## config.mk

```make
export PLATFORM = sky130hd
export DESIGN_NAME = uart_rx_byte
export DESIGN_NICKNAME = d
export VERILOG_FILES = /design/src/rtl/uart_rx_byte.sv
export SDC_FILE = /design/constraint.sdc
export NUM_CORES = 1
export LEC_CHECK = 0
export BUFFER_PORTS_ARGS = -buffer_cell sky130_fd_sc_hd__buf_4
export CAP_MARGIN = 10
export CORE_MARGIN = 5
export CORE_UTILIZATION = 45
export DETAILED_ROUTE_END_ITERATION = 10
export HOLD_SLACK_MARGIN = 0.12
export PLACE_DENSITY = 0.74
export RECOVER_POWER = 100
export SYNTH_ARGS = -nofsm -noshare
export SYNTH_HDL_FRONTEND = slang
export SYNTH_SLANG_ARGS = --single-unit
```

## constraint.sdc

```tcl
create_clock -name clock -period 1.9 [get_ports clock]
set_clock_uncertainty 0.1 [all_clocks]
set_input_delay 0.285 -clock clock [delete_from_list [all_inputs] [get_ports clock]]
set_output_delay 0.285 -clock clock [all_outputs]
set_load 0.1 [all_outputs]
```

## src/rtl/uart_rx_byte.sv

```systemverilog
// 8N1 UART receiver with a one-entry valid/ready output register and error pulses.
// Define UART_RX_PARITY_EN to add an even-parity bit between the data and stop bits.
module uart_rx_byte #(
    parameter int CLOCKS_PER_BIT = 12
) (
    input  logic       clock,
    input  logic       reset,
    input  logic       uart_rx,
    output logic [7:0] data,
    output logic       valid,
    input  logic       ready,
    output logic       framing_error,
    output logic       overrun,
    output logic       parity_error
);
    localparam int CW = $clog2(CLOCKS_PER_BIT);
    localparam logic [CW-1:0] HALF_LAST = CW'(CLOCKS_PER_BIT / 2 - 1);
    localparam logic [CW-1:0] FULL_LAST = CW'(CLOCKS_PER_BIT - 1);

`ifdef UART_RX_PARITY_EN
    typedef enum logic [2:0] {IDLE, START, DATA, PARITY, STOP, BREAK} state_t;
`else
    typedef enum logic [2:0] {IDLE, START, DATA, STOP, BREAK} state_t;
`endif

    state_t        state, state_next;
    logic [CW-1:0] cnt, cnt_next;
    logic [1:0]    sync;
    logic          rx_s;
    logic [2:0]    bit_idx;
    logic [7:0]    shift;
    logic          data_smp, stop_ok, stop_bad, byte_done;

    assign rx_s = sync[1];

`ifdef UART_RX_PARITY_EN
    logic par_smp, par_bit, par_ok;
`endif

    always_comb begin
        state_next = state;
        cnt_next   = cnt + CW'(1);
        data_smp   = 1'b0;
        stop_ok    = 1'b0;
        stop_bad   = 1'b0;
`ifdef UART_RX_PARITY_EN
        par_smp    = 1'b0;
`endif
        case (state)
            IDLE: begin
                cnt_next = '0;
                if (!rx_s) state_next = START;
            end
            START: begin
                // mid start bit: a high line here means the edge was a glitch
                if (cnt == HALF_LAST) begin
                    cnt_next   = '0;
                    state_next = rx_s ? IDLE : DATA;
                end
            end
            DATA: begin
                if (cnt == FULL_LAST) begin
                    cnt_next = '0;
                    data_smp = 1'b1;
`ifdef UART_RX_PARITY_EN
                    if (bit_idx == 3'd7) state_next = PARITY;
`else
                    if (bit_idx == 3'd7) state_next = STOP;
`endif
                end
            end
`ifdef UART_RX_PARITY_EN
            PARITY: begin
                if (cnt == FULL_LAST) begin
                    cnt_next   = '0;
                    par_smp    = 1'b1;
                    state_next = STOP;
                end
            end
`endif
            STOP: begin
                // leaving at mid stop bit so the following start edge is not missed
                if (cnt == FULL_LAST) begin
                    cnt_next = '0;
                    if (rx_s) begin
                        stop_ok    = 1'b1;
                        state_next = IDLE;
                    end else begin
                        stop_bad   = 1'b1;
                        state_next = BREAK;
                    end
                end
            end
            BREAK: begin
                cnt_next = '0;
                if (rx_s) state_next = IDLE;
            end
            default: begin
                cnt_next   = '0;
                state_next = IDLE;
            end
        endcase
    end

`ifdef UART_RX_PARITY_EN
    assign par_ok    = (par_bit == ^shift);
    assign byte_done = stop_ok && par_ok;

    always_ff @(posedge clock) begin
        if (!reset) begin
            par_bit      <= 1'b0;
            parity_error <= 1'b0;
        end else begin
            if (par_smp) par_bit <= rx_s;
            parity_error <= stop_ok && !par_ok;
        end
    end
`else
    assign byte_done    = stop_ok;
    assign parity_error = 1'b0;
`endif

    always_ff @(posedge clock) begin
        if (!reset) begin
            state         <= IDLE;
            cnt           <= '0;
            sync          <= 2'b11;
            bit_idx       <= '0;
            shift         <= '0;
            data          <= '0;
            valid         <= 1'b0;
            framing_error <= 1'b0;
            overrun       <= 1'b0;
        end else begin
            state         <= state_next;
            cnt           <= cnt_next;
            sync          <= {sync[0], uart_rx};
            framing_error <= stop_bad;
            overrun       <= 1'b0;
            if (data_smp) begin
                shift   <= {rx_s, shift[7:1]};
                bit_idx <= bit_idx + 3'd1;
            end else if (state != DATA) begin
                bit_idx <= '0;
            end
            // a byte may load on the same edge the previous one is consumed
            if (byte_done) begin
                if (!valid || ready) begin
                    data  <= shift;
                    valid <= 1'b1;
                end else begin
                    overrun <= 1'b1;
                end
            end else if (ready) begin
                valid <= 1'b0;
            end
        end
    end
endmodule

```

Yosys cells after proc, flatten, opt, wreduce, memory -nomap -nowiden
Cells that the tools add are included.
- eq/ne operators: 15
- add/sub/neg operators: 2
- muxes and demuxes: 24
- reduce and logical (&&, ||, !) cells: 11
- operator list (operator ; number):
    2-to-1 mux 3 bit ; 9
    one-hot mux 3 bit (5 select lines) ; 1
    inequality test 2 bit, second input constant ; 6
    2-to-1 mux 1 bit ; 10
    2-to-1 mux 4 bit ; 2
    one-hot mux 4 bit (2 select lines) ; 1
    == test 3 x 2 -> 1 bit, second input constant ; 2
    == test 3 bit, second input constant ; 2
    AND reduction 2 bit ; 3
    AND reduction 6 bit ; 1
    adder 4 x 1 -> 4 bit, second input constant ; 1
    == test 4 x 3 -> 1 bit, second input constant ; 1
    == test 4 bit, second input constant ; 1
    nonzero test 2 bit ; 2
    adder 3 x 1 -> 3 bit, second input constant ; 1
    == test 3 x 1 -> 1 bit, second input constant ; 1
    logical NOT 3 bit ; 1
    inequality test 3 x 2 -> 1 bit, second input constant ; 1
    AND reduction 3 bit ; 1
    2-to-1 mux 2 bit ; 1
    inequality test 2 x 1 -> 1 bit, second input constant ; 1
    OR reduction 2 bit ; 1
    logical NOT 1 bit ; 1
    logical OR 1 bit ; 1
- register bits: 31

Logic depth before layout (Yosys ltp)
- depth in word-level cells: 5
- mapped depth: 6
- gate-level depth less buffers: 6

Worst setup path before layout
OpenSTA, ideal clock, no wires.
- path type: register -> register
- start: register valid
- end: register data[0]
- buffers on the path: 0
- arrival time: 1.637 ns
- period minus slack after synthesis: 1.856 ns
- library setup time: 0.120 ns
- slack: 0.044 ns
- cell stages (with the launch flop): 5
- path through: dfxtp_1 -> nor2b_1 -> nor3_4 -> mux2i_1 -> nor2b_1
- word-level cells in the longest chain between the ends: 3
- RTL lines (element ; line ; text):
    from (decl) ; 10 ; output logic valid,
    from (signal assigned) ; 131 ; valid <= 1'b0;
    from (signal assigned) ; 150 ; valid <= 1'b1;
    from (signal assigned) ; 155 ; valid <= 1'b0;
    logical NOT 1 bit ; 148 ; if (!valid || ready) begin
    logical OR 1 bit ; 148 ;
    AND reduction 2 bit (no line) ; -- ;
    to (signal assigned) ; 149 ; data <= shift;
    to (decl) ; 9 ; output logic [7:0] data,
Every way passes these cells.
A chain may end at the register's enable or synchronous reset.

Worst setup path after layout
- start: register cnt[0]
- end: register data[3]
- word-level cells in the longest chain between the ends: 4
- RTL lines (element ; line ; text):
    from (decl) ; 27 ; logic [CW-1:0] cnt, cnt_next;
    from (signal assigned) ; 136 ; cnt <= cnt_next;
    == test 4 bit ; 83 ; if (cnt == FULL_LAST) begin
    2-to-1 mux 1 bit ; 83 ;
    2-to-1 mux 1 bit ; 49 ; case (state)
    AND reduction 2 bit (no line) ; -- ;
Every way passes these cells.

==> results_tabular.tex <==
\begin{tabular}{lr}
\hline
Metric & Value \\
\hline
\multicolumn{2}{l}{\textbf{Critical path}} \\
\quad Critical Path Sink Type & flop \\
\quad Slowest cell delay on critical path & 0.39 ns \\
\quad Chain of cells forming the critical path & ha\_1 > nand3b\_4 > nor3\_1 > buf\_4 > mux2i\_1 > nor2b\_1 \\
\quad Maximum fanout along the worst path & 8 \\
\quad Category of the critical setup timing path & flop to flop \\
\quad Signal arrival time at the worst endpoint & 1.87 ns \\
\quad Family with the most delay on the worst path & simple AND/OR/NAND/NOR gates \\
\quad Buffers \& Inverters on Critical Path & 1 \\
\quad Data required time of the worst path & 2.03 ns \\
\quad Startpoint type of the worst setup path & flop \\
\quad Library cell contributing the largest single delay on the critical path & sky130\_fd\_sc\_hd\_\_dfxtp\_1 \\
\multicolumn{2}{l}{\textbf{Synth}} \\
\quad Top\_reg\_cell synth & sky130\_fd\_sc\_hd\_\_dfxtp\_1 \\
\quad Post-Synthesis Cell Area & 1326 µm² \\
\quad Cell taking the most area after synthesis & sky130\_fd\_sc\_hd\_\_dfxtp\_1 \\
\quad Biggest area contributors in the synthesized netlist & sky130\_fd\_sc\_hd\_\_dfxtp\_1 47\%, sky130\_fd\_sc\_hd\_\_mux2i\_1 8.3\%, sky130\_fd\_sc\_hd\_\_nor2b\_1 5.7\%, sky130\_fd\_sc\_hd\_\_a21boi\_0 4.5\%, sky130\_fd\_sc\_hd\_\_nand3\_1 4.2\% \\
\quad Number of enable-type register cells in the synthesized netlist & 0 \\
\quad Yosys cell types & 32 \\
\quad Synthesis-stage register bit count & 31 \\
\quad Syn Nets & 144 \\
\quad Area share of the largest cell type after synthesis & 46.79\% \\
\quad Number of standard cells after synthesis & 136 \\
\quad Synth Area per Inst & 9.752 µm² \\
\quad Async set or reset register ratio after synthesis & 0\% \\
\quad Sequential share of the synthesized area & 46.79\% \\
\quad Total number of yosys warnings & 0 \\
\multicolumn{2}{l}{\textbf{STA}} \\
\quad Endpoints failing hold & 0 \\
\quad Final-report max-slew violation count & 0 \\
\quad Tightest hold margin & 0.1580 ns \\
\quad Sum Neg Setup Slack & 0 ns \\
\quad Post-route minimum period & 1.736 ns \\
\quad RSZ-0062 raised after global routing & false \\
\quad Worst Slack Setup Final & 0.1638 ns \\
\quad Max-slew headroom & 63.82\% \\
\quad Period utilisation layout & 91.38\% \\
\quad Transition at the pin with the smallest max-transition slack & 0.5450 ns \\
\quad Setup violations, final & 0 \\
\quad Fmax & 576.0 MHz \\
\multicolumn{2}{l}{\textbf{Pwr}} \\
\quad Total Power & 1230 µW \\
\quad Power share of the clock group & 43.9\% \\
\quad Share of power burned in combinational logic & 2.8\% \\
\quad Power Internal & 977.7 µW \\
\quad Total leakage power & 0.0006278 µW \\
\quad Part of the total power dissipated in sequential elements & 53.3\% \\
\quad IR Drop Worst-Case VDD & 0.0007580 V \\
\quad Fraction of power spent switching nets & 20.49\% \\
\quad Power density of the placed cells & 816.9 nW/µm² \\
\quad Sw power & 251.9 µW \\
\multicolumn{2}{l}{\textbf{Route}} \\
\quad First-iteration detailed-routing DRC count & 34 \\
\quad DR pass1 iterations & 4 \\
\quad Number of DRC violations after detailed routing & 0 \\
\quad Via count & 982 \\
\quad Via/cell ratio & 5.308 \\
\quad Remaining number of nets flagged by the antenna check after routing & 0 \\
\quad Total wire length & 2.348 mm \\
\quad Routed length per instance & 12.69 µm \\
\multicolumn{2}{l}{\textbf{Layout}} \\
\quad \# diodes & 0 \\
\quad Fraction of layout instances using a drive strength above 1 & 17.53\% \\
\quad Number of nets in the layout & 161 \\
\quad Area added between synthesis and finish & 13.49\% \\
\quad Post-route cell area & 1505 µm² \\
\multicolumn{2}{l}{\textbf{Global routing}} \\
\quad First-pass GRT wire length & 4.015 mm \\
\quad Global-route usage over all layers & 12.48\% \\
\quad Remaining global-route overflow & 0 \\
\quad Number of antenna violations at the first check in global routing & 0 \\
\quad Pin count of the biggest net entering global routing & 26 \\
\quad Via count of the first global-routing pass & 920 \\
\multicolumn{2}{l}{\textbf{Place}} \\
\quad Quantity of I/O buffers inserted on ports & 14 \\
\quad Weighted congestion reported at the end of routability-driven placement & 0.7833 \\
\quad Total placed instance area & 1454 µm² \\
\quad Dpl hpwl & 1.638 mm \\
\quad Pre-CTS setup slack & 0.1753 ns \\
\multicolumn{2}{l}{\textbf{Floorplan}} \\
\quad Number of placement rows & 19 \\
\quad Die width & 64.29 µm \\
\quad Effective utilization at floorplan & 47.68\% \\
\quad Ports & 16 \\
\quad Area enclosed by the die boundary & 4133 µm² \\
\quad Std-Cell Core Area & 2781 µm² \\
\quad Chip Height & 64.29 µm \\
\multicolumn{2}{l}{\textbf{CTS}} \\
\quad Buffer cell driving the clock tree root & sky130\_fd\_sc\_hd\_\_clkbuf\_4 \\
\quad Clock tree sinks & 31 \\
\quad Later-pin clock latency in the skew report & 0.33 ns \\
\quad CTS tree & yes \\
\quad Clock buffer count from CTS & 5 \\
\quad Clock Tree Buf Depth & 2 \\
\quad Clock transition at the register clock pins on the worst setup and hold paths after CTS & 0.10 ns \\
\quad Level count of the clock H-tree & 2 \\
\multicolumn{2}{l}{\textbf{Status}} \\
\quad Outcome & complete, no violations \\
\multicolumn{2}{l}{\textbf{Worst hold path}} \\
\quad Path type of the worst min-delay path & input pin to flop \\
\multicolumn{2}{l}{\textbf{Run}} \\
\quad Max cap viols & 0 \\
\hline
\end{tabular}
[cells in the mapped netlist (all sizes together), types with 2 or more instances]
master,n
xor2,2
ha,4
nand3,11
buf,5
nor2,11
mux2i,11
inv,2
xnor2,2
a21boi,8
clkbuf,3
nand2,11
o21ai,2
nor3b,2
o21a,3
dfxtp,31
nand2b,2
nor2b,12
nand3b,2
[routing by layer]
| metal | track usage [%] | wire [µm] | vias to the layer above |
|---|---|---|---|
| li1 | - | - | 494 |
| met1 | 13.50 | 1073 | 464 |
| met2 | 19.28 | 1124 | 20 |
| met3 | 5.954 | 108 | 4 |
| met4 | 8.142 | 42 | 0 |
| met5 | 0 | 0 | - |
[power groups by stage]
stage	Clock [µW]	Sequential [µW]	Combinational (µW)
final	539	656	34.4
after global routing	583	657	36.9
after CTS	554	656	35.3
after detailed placement	0	671	33.5
after global placement	0	671	32.3
after floorplan	0	668	30.1
[registers in the layout (all words and copies together) (netlist names)]
register	cells
shift	8
data	8
overrun	1
framing_error	1
bit_idx	3
state	3
cnt	4
sync	2
valid	1
[worst paths after layout]
path | start | to | slack, ns | cells after the start
hold / removal | reset | sync[0] | 0.16 | 2
setup reg to reg | cnt[0] | data[3] | 0.16 | 6
hold reg to reg | sync[0] | sync[1] | 0.32 | 1
setup / recovery | cnt[0] | data[3] | 0.16 | 6
[cell families after synthesis]
family | after synthesis | synth area share, %
flops | 31 | 46.79
mux | 11 | 8.302
xor+xnor | 4 | 2.642
buf+inv | 10 | 3.491
compound gates | 16 | 8.679
simple gates | 59 | 26.04
fa+ha+maj | 4 | 3.774
other cells | 1 | 0.2827
[worst register-to-register path, cell delays in order, from the launching register on]
cell	delay [ns]
sky130_fd_sc_hd__dfxtp_1	0.39
sky130_fd_sc_hd__ha_1	0.26
sky130_fd_sc_hd__nand3b_4	0.15
sky130_fd_sc_hd__nor3_1	0.20
sky130_fd_sc_hd__buf_4	0.22
sky130_fd_sc_hd__mux2i_1	0.26
sky130_fd_sc_hd__nor2b_1	0.07
[cell usage in the layout, fill, tap and decap left out, drive strengths merged, types with 2 or more instances in the layout]
cell type	n
xor2	2
o21a	3
nor2b	12
nand2	11
clkbuf	20
xnor2	2
ha	4
a21boi	8
nand3b	2
inv	2
nor3b	2
dfxtp	31
mux2i	11
buf	3
o21ai	2
nand2b	2
nor2	11
nand3	11
[per-stage QoR]
stage	utilization, %	instances
6_report	54.12	185
5_1_grt	54.12	185
4_1_cts	55.74	185
3_5_place_dp	52.27	176
3_3_place_gp	52.27	176
2_1_floorplan	-	136
[what timing repair did]
| item | 4_1_cts | 5_1_grt |
|---|---|---|
| setup buffers | 0 | 0 |
| hold endpoints to repair | 1 | 0 |
| hold buffers | 1 | 0 |
| resized for setup | 0 | 0 |
[cell type report]
cell class                 instances  area [µm²]
timing repair buffer              18       103.9
clock inverter                     2       35.03
sequential                        31       620.6
multi-input combinational         95       648.1
tap                               31       38.79
clock buffer                       6       51.30
fill                             254        1276
inverter                           2       7.507
(Power assumes the default switching activity.)
